### src/rtl/pipe_hazard_ctrl.sv
// Unified hazard controller for the 5-stage MIPS pipeline.
// Detects load-use data hazards and in-flight control transfers.
// Drives the PC/IF-ID hold, the ID/EX bubble and the IF/ID squash.
// Also keeps saturating perf counters of stall and flush cycles.
//
// Handshake/timing: there is no valid/ready pairing here. Every output is a
// pure function of registered state plus the current inputs, so the pipeline
// observes hold/squash decisions in the same cycle the hazard is seen.
module pipe_hazard_ctrl #(
  parameter int OP_W          = 6,
  parameter int INSTR_W       = 32,
  parameter int RESOLVE_DEPTH = 3,
  parameter int MODE          = 0,
  parameter int LOAD_USE_CYC  = 1,
  parameter int CNT_W         = 16
) (
  input  logic               clk,
  input  logic               reset,
  input  logic               id_valid,
  input  logic [OP_W-1:0]    id_op,
  input  logic [4:0]         id_rs,
  input  logic [4:0]         id_rt,
  input  logic               ex_is_load,
  input  logic [4:0]         ex_rt,
  input  logic               br_resolved,
  input  logic               br_taken,
  input  logic [INSTR_W-1:0] if_instr_in,
  input  logic [INSTR_W-1:0] id_instr_in,
  output logic [INSTR_W-1:0] if_instr_out,
  output logic [INSTR_W-1:0] id_instr_out,
  output logic               pc_hold,
  output logic               ifid_hold,
  output logic               ctrl_pending,
  output logic [CNT_W-1:0]   stall_cnt,
  output logic [CNT_W-1:0]   flush_cnt
);

  localparam logic [OP_W-1:0] OP_BEQ = OP_W'(6'b000100);
  localparam logic [OP_W-1:0] OP_BNE = OP_W'(6'b000101);
  localparam logic [OP_W-1:0] OP_J   = OP_W'(6'b000010);
  localparam logic [OP_W-1:0] OP_JAL = OP_W'(6'b000011);
  localparam logic [3:0]      PEND_INIT = 4'(RESOLVE_DEPTH);
  localparam logic [2:0]      DS_INIT   = 3'(LOAD_USE_CYC - 1);

  logic [3:0] pend_cnt;
  logic [2:0] ds_cnt;

  logic is_ctrl, lu, ds_active, flush, squash0;
  logic stall_now, ctrl_forced, flush_inc;

  // Hazard classification for the instruction currently in ID.
  always_comb begin
    is_ctrl   = id_valid & ((id_op == OP_BEQ) | (id_op == OP_BNE) |
                            (id_op == OP_J)   | (id_op == OP_JAL));
    lu        = id_valid & ex_is_load & (ex_rt != 5'd0) &
                ((ex_rt == id_rs) | (ex_rt == id_rt));
    ds_active = (ds_cnt != 3'd0);
    // A taken resolve flushes even with nothing pending: the wrong-path
    // words in IF/ID are dead regardless of our bookkeeping.
    flush     = (MODE == 1) & br_resolved & br_taken;
    squash0   = (MODE == 0) & (is_ctrl | (pend_cnt != 4'd0));
  end

  // Output selection: taken-flush > data stall > mode-0 squash > pass-through.
  always_comb begin
    if_instr_out = if_instr_in;
    id_instr_out = id_instr_in;
    pc_hold      = 1'b0;
    ifid_hold    = 1'b0;
    stall_now    = 1'b0;
    ctrl_forced  = 1'b0;
    flush_inc    = 1'b0;
    if (flush) begin
      if_instr_out = '0;
      id_instr_out = '0;
      ctrl_forced  = 1'b1;
      // A slot that already carried a NOP is not counted as flushed.
      flush_inc    = (if_instr_in != '0) | (id_instr_in != '0);
    end else if (lu | ds_active) begin
      pc_hold      = 1'b1;
      ifid_hold    = 1'b1;
      id_instr_out = '0;
      stall_now    = 1'b1;
    end else if (squash0) begin
      if_instr_out = '0;
      ctrl_forced  = 1'b1;
      flush_inc    = (if_instr_in != '0);
    end
  end

  assign ctrl_pending = (pend_cnt != 4'd0);

  // Stall/pending countdowns and saturating perf counters.
  always_ff @(posedge clk) begin
    if (reset) begin
      pend_cnt  <= 4'd0;
      ds_cnt    <= 3'd0;
      stall_cnt <= '0;
      flush_cnt <= '0;
    end else begin
      // A hazard seen while a stall is already running is absorbed by it.
      if (flush)          ds_cnt <= 3'd0;
      else if (ds_active) ds_cnt <= ds_cnt - 3'd1;
      else if (lu)        ds_cnt <= DS_INIT;

      // A ctrl op only leaves ID when it is neither stalled nor flushed;
      // that departure reloads the window even over a same-cycle resolve.
      if (is_ctrl & ~stall_now & ~flush) pend_cnt <= PEND_INIT;
      else if (br_resolved)              pend_cnt <= 4'd0;
      else if (pend_cnt != 4'd0)         pend_cnt <= pend_cnt - 4'd1;

      if (pc_hold && (stall_cnt != '1))
        stall_cnt <= stall_cnt + CNT_W'(1);
      if (ctrl_forced && flush_inc && (flush_cnt != '1))
        flush_cnt <= flush_cnt + CNT_W'(1);
    end
  end

endmodule

### config.mk
export PLATFORM = sky130hd
export DESIGN_NAME = pipe_hazard_ctrl
export DESIGN_NICKNAME = d
export VERILOG_FILES = /design/src/rtl/pipe_hazard_ctrl.sv
export SDC_FILE = /design/constraint.sdc
export NUM_CORES = 1
export LEC_CHECK = 0
export ABC_AREA = 1
export CORE_MARGIN = 10
export CORE_UTILIZATION = 25
export CTS_CLUSTER_DIAMETER = 100
export DETAILED_ROUTE_END_ITERATION = 10
export PLACE_DENSITY = 0.56
export SETUP_SLACK_MARGIN = 0.4
export SLEW_MARGIN = 20
export SYNTH_ARGS = -nofsm -noshare
export SYNTH_HDL_FRONTEND = slang
export SYNTH_SLANG_ARGS = --single-unit
### constraint.sdc
create_clock -name clk -period 2.4 [get_ports clk]
set_input_delay 0.24 -clock clk [delete_from_list [all_inputs] [get_ports clk]]
set_output_delay 0.24 -clock clk [all_outputs]
set_load 0.005 [all_outputs]
## Yosys cells after proc, flatten, opt, wreduce, memory -nomap -nowiden

Cells that the tools add are included.
Widths: inputs -> output; s select.

- Bits in registers: 39
- Latch bits: 0
- RAM bits: 0
- Memory bits (read-only): 0
- Input bits: 91
- Output and inout port bits: 99
- Memories kept: 0

- Add/subtract/negate cells: 4
- Multipliers: 0
- Div/mod/pow operators: 0
- Magnitude comparators: 0
- Equal/unequal tests: 8
- Shifts and indexed selects: 0
- Mux-type cells: 13
- Bitwise operators: 12
- Reduce and logical (&&, ||, !) cells: 10

Operators by type and width:

| cell | count |
|---|---|
| $mux 32 | 3 |
| $add 16x1->16 const B | 2 |
| $ne 16x16->1 const B | 2 |
| $reduce_bool 32->1 | 1 |
| $eq 6x2->1 const B | 2 |
| $eq 6x3->1 const B | 2 |
| $eq 5x5->1 | 2 |
| $mux 2 | 3 |
| $mux 3 | 2 |
| $or 1x1->1 | 6 |
| $reduce_bool 3->1 | 2 |
| $and 1x1->1 | 5 |
| $mux 1 | 5 |
| $reduce_bool 5->1 | 1 |
| $reduce_bool 4->1 | 1 |
| $sub 4x1->4 const B | 1 |
| $logic_and 1x1->1 | 3 |
| $reduce_or 3->1 | 1 |
| $sub 3x1->3 const B | 1 |
| $reduce_bool 2->1 | 1 |
| $not 1->1 | 1 |

## Logic depth before layout (Yosys ltp)

- Depth after elaboration: 10
- Mapped depth: 13

## Least setup slack after synthesis

OpenSTA, ideal clock, no wires.

- Path kind: register to register
- Start: register stall_cnt[0]
- End: register stall_cnt[6]
- Setup time: 0.143 ns
- Data arrival time: 1.631 ns
- Setup slack: 0.626 ns
- Cell stages (with the launch flop): 11
- Buffers on the path: 1
- Path through: dfxtp_1 > ha_1 > nand2_2 > nor3b_4 > nand3_1 > nand3b_4 > nand2_4 > inv_4 > buf_6 > nand2_1 > a21oi_2

- Word-level cells in the longest chain between the ends: 2

Ends and longest elaborated chain:

| what | line | RTL |
|---|---|---|
| from (decl) | 34 | `output logic [CNT_W-1:0] stall_cnt,` |
| from (signal assigned) | 113 | `stall_cnt <= stall_cnt + CNT_W'(1);` |
| branches (longest 2 deep; another with $add 16x1->16) | n/a |  |

Parallel ways; which one is timed is not known.
A chain may end at the register's enable or synchronous reset.

## Final worst setup path

- Start: input id_op[5]
- End: output if_instr_out[15]

- Word-level cells in the longest chain between the ends: 8

Ends and longest elaborated chain:

| what | line | RTL |
|---|---|---|
| from (decl) | 20 | `input logic [OP_W-1:0] id_op,` |
| $eq 6x3->1 | 53 | `is_ctrl = id_valid & ((id_op == OP_BEQ) \| (id_op == OP_BNE) \|` |
| $or 1x1->1 (2 in series) | 53 |  |
| $or 1x1->1 (*) | 54 | `(id_op == OP_J) \| (id_op == OP_JAL));` |
| $and 1x1->1 (*) | 53 |  |
| $or 1x1->1 (*) | 61 | `squash0 = (MODE == 0) & (is_ctrl \| (pend_cnt != 4'd0));` |
| $mux 32 (*) | 84 | `end else if (squash0) begin` |
| $mux 32 (*) | 79 | `end else if (lu \| ds_active) begin` |
| to (decl) | 29 | `output logic [INSTR_W-1:0] if_instr_out,` |

Mark *: on every way between the ends. The rest lies on a longest branch, timed or not.

==> run_results.csv <==
group,metric,value,unit
status,status,"finished clean",
setup_path,timing.rr.start,"stall_cnt[0]$_SDFFE_PP0P_",
power_and_ir_drop,p_comb_share,71.3,%
timing,fin_skew,0.00727,ns
place,portBuffers,187,
global_route,grt_pass1_wl,20.7,mm
power_and_ir_drop,total_power,5.24,mW
clock_tree,hold_buffers,0,
power_and_ir_drop,seq_power_share,15.2,%
clock_tree,numClockSinks,39,
layout,area_growth,77.2,%
synth,yosys_warnings,0,
power_and_ir_drop,internal_power,3.08,mW
die,core.rowCount,41,
route,dr.first_iter.drc_count,170,
synth,synth.avg_cell_area,5.96,sq um
synth,ys_types,35,
global_route,grt.total_usage,14.1,%
clock_tree,cts_buffer_depth,2,
setup_path,reg2regPathDepth,9,
synth,synth_fp_nets,638,
route,wl,13.7,mm
timing,setup-tns-final,0,ns
layout,final_nets,855,
clock_tree,numCtsBuffers,5,
layout,final_common_cell,"nor2_1",
synth,synth-seq-cells,39,
global_route,grt_pass1_vias,3849,
layout,final_cell_mix,"nor2_1 (108), clkdlybuf4s50_1 (103), nand2_1 (101), inv_1 (101), dfxtp_1 (37)",
timing,rsz0062_at_grt,"yes",
clock_tree,clock_latency,0.28,ns
global_route,grt_use_met2,25.4,%
layout,instances_no_fill,931,
layout,n_fill_cell,1341,
power_and_ir_drop,power_density,917,nW/um^2
power_and_ir_drop,power.net_switching,2.16,mW
place,dp_hpwl,10.7,mm
setup_path,worst-r2r-setup-slack,0.54,ns
timing,finalSetupViolCount,0,
setup_path,critical_path_class,"input pin to output port",
layout,diodes,0,
clock_tree,clk_root_buffer_cell,"clkbuf_16",
synth,syn-cell-area,3230,sq um
setup_path,worstPathMaxFanout,4,
timing,worstMarginPinSlew,0.466,ns
worst_hold_path,min_path_cells,1,
global_route,use_met1,16.4,%
die,fp.dieH,134,um
global_route,grt-ovfl-total,0,
clock_tree,htree_levels,2,
setup_path,cp-start-kind,"input pin",
route,via_per_inst,4.34,
global_route,antenna_found_initial,1,
layout,seqCellArea,783,sq um
power_and_ir_drop,p_sw_share,41.2,%
route,vias,4041,
global_route,grt_busiest_layer,"met2",
timing,period_minus_slack,1.94,ns
synth,synth_area_leaders,"dfxtp_1 (24%), nor2_1 (15%), inv_1 (12%), nand2_1 (12%), xor2_1 (5.7%)",
synth,syn_inst,541,
clock_tree,cts_tree,"done",
route,ant_nets,0,
setup_path,endpoint_kind,"output port",
route,drc_errors,0,
power_and_ir_drop,p_clk_share,13.5,%
power_and_ir_drop,power.leakage,2.71,nW
worst_hold_path,min_to,"ds_cnt[0]$_SDFFE_PP0P_",
synth,synthArstFlopShare,0,%
route,wl_per_cell,14.7,um
die,start_util,25.6,%
synth,synth_ff_type,"dfxtp_1",
timing,slew_headroom,68.6,%
setup_path,rr_endpoint,"stall_cnt[10]$_SDFFE_PP0P_",
clock_tree,clk_pin_slew,0.06,ns
setup_path,critPathArrivalTime,1.70,ns
global_route,grt_max_degree,18,
die,die_area,17900,sq um
die,core-area,12600,sq um
die,die_w,134,um
place,place_congestion,0.834,
synth,yosysTopAreaCell,"dfxtp_1",
timing,fmax,515,MHz
timing,drv_slew,0,
worst_hold_path,hp-class,"flop to flop",
setup_path,crit_required,2.16,ns
route,first_pass_iters,4,
synth,ys_seq_area_share,24.2,%
timing,finalHoldViolCount,0,
worst_hold_path,hp-start,"ds_cnt[0]$_SDFFE_PP0P_",
die,io_pins,190,
layout,drive_above_1_share,20.3,%
layout,final_util,45.3,%
timing,finalCritPeriodShare,80.9,%
power_and_ir_drop,peakVddDrop,0.456,mV
global_route,met3_usage,4.02,%
synth,synth.top_cell.area_share,24.2,%
place,place_inst,900,
layout,multi_input_area,2080,sq um
flow_run,drv_cap,0,
synth,synth_edf_count,0,
[area by class of cell]
type	instances	area share, %
inverters	109	7.20
well taps	172	3.76
multi-input cells	378	36.4
flip-flops and latches	39	13.7
clock inverters	1	0.131
clock buffers	7	2.67
repair buffers	225	36.1
[power by group through the flow]
| stage | Clock, mW | Combinational (mW) | Sequential [mW] |
|---|---|---|---|
| 5_1_grt | 0.745 | 4.09 | 0.806 |
| 2_1_floorplan | 0 | 1.48 | 0.786 |
| 6_report | 0.709 | 3.74 | 0.796 |
| 3_5_place_dp | 0 | 3.21 | 0.797 |
| 4_1_cts | 0.730 | 3.66 | 0.788 |
| 3_3_place_gp | 0 | 3.16 | 0.795 |
[critical path, cell delays in order]
cell	delay [ns]
clkdlybuf4s50_1	0.40
or2_4	0.26
nor2_4	0.14
a21oi_4	0.10
nor2_4	0.15
bufbuf_16	0.27
nor2_2	0.03
buf_2	0.12
[cell families (layout without fill, tap and decap cells)]
group	Yosys count	count (layout)	synth area share, %
buffers and inverters	126	342	16.5
flip-flops	39	39	24.2
AND/OR/NAND/NOR	300	302	41.1
adder cells (fa/ha/maj)	6	6	2.33
AO/OA/AOI/OAI	40	40	7.72
XOR/XNOR	30	30	8.14
[metrics by stage]
step	worst slack [ns]	hold WS, ns	cell area [sq um]
2_1_floorplan	0.626	0.425	3230
3_3_place_gp	-0.224	0.462	5350
3_5_place_dp	-0.308	0.476	5350
4_1_cts	0.406	0.467	5610
5_1_grt	0.379	0.501	5720
6_report	0.458	0.482	5720
[cell usage after synthesis (2+ instances only)]
cell type / instances
nor2_1: 126
inv_1: 105
nand2_1: 103
dfxtp_1: 39
a21oi_1: 21
nand3_1: 21
xor2_1: 21
nand4_1: 17
a21oi_2: 12
nor3_1: 10
nand2_2: 9
xnor2_1: 9
ha_1: 6
buf_2: 5
buf_4: 5
o21ai_0: 5
clkbuf_1: 4
nor2_2: 3
buf_6: 2
inv_2: 2
nor2_4: 2
[per-layer routing]
| metal | wire, um | vias to the layer above |
|---|---|---|
| met5 | 20 | - |
| met4 | 85 | 2 |
| met3 | 931 | 10 |
| met2 | 6650 | 133 |
| met1 | 5970 | 1824 |
| li1 | - | 2072 |
[what timing repair did]
item / 4_1_cts / 5_1_grt
gates resized for setup: 211 / 50
setup buffers: 15 / 3
cloned: 4 / 1
pin swaps: 12 / 25
setup endpoints to repair: 80 / 91
[how the worst max path moves through the flow]
| stage | startpoint | end | slack, ns |
|---|---|---|---|
| 2_1_floorplan | stall_cnt[0]$_SDFFE_PP0P_ | stall_cnt[6]$_SDFFE_PP0P_ | 0.63 |
| 3_3_place_gp | ex_rt[0] | if_instr_out[21] | -0.22 |
| 3_5_place_dp | ex_rt[0] | if_instr_out[18] | -0.31 |
| 4_1_cts | ds_cnt[0]$_SDFFE_PP0P_ | if_instr_out[6] | 0.41 |
| 5_1_grt | stall_cnt[0]$_SDFFE_PP0P_ | stall_cnt[4]$_SDFFE_PP0P_ | 0.38 |
| 6_report | id_op[5] | if_instr_out[15] | 0.46 |
[state kept, by name, summed over array words and instances, names as in the netlist]
name,count
ds_cnt,3
stall_cnt,16
pend_cnt,4
flush_cnt,16
No activity file was read; power rests on OpenSTA's default activity.
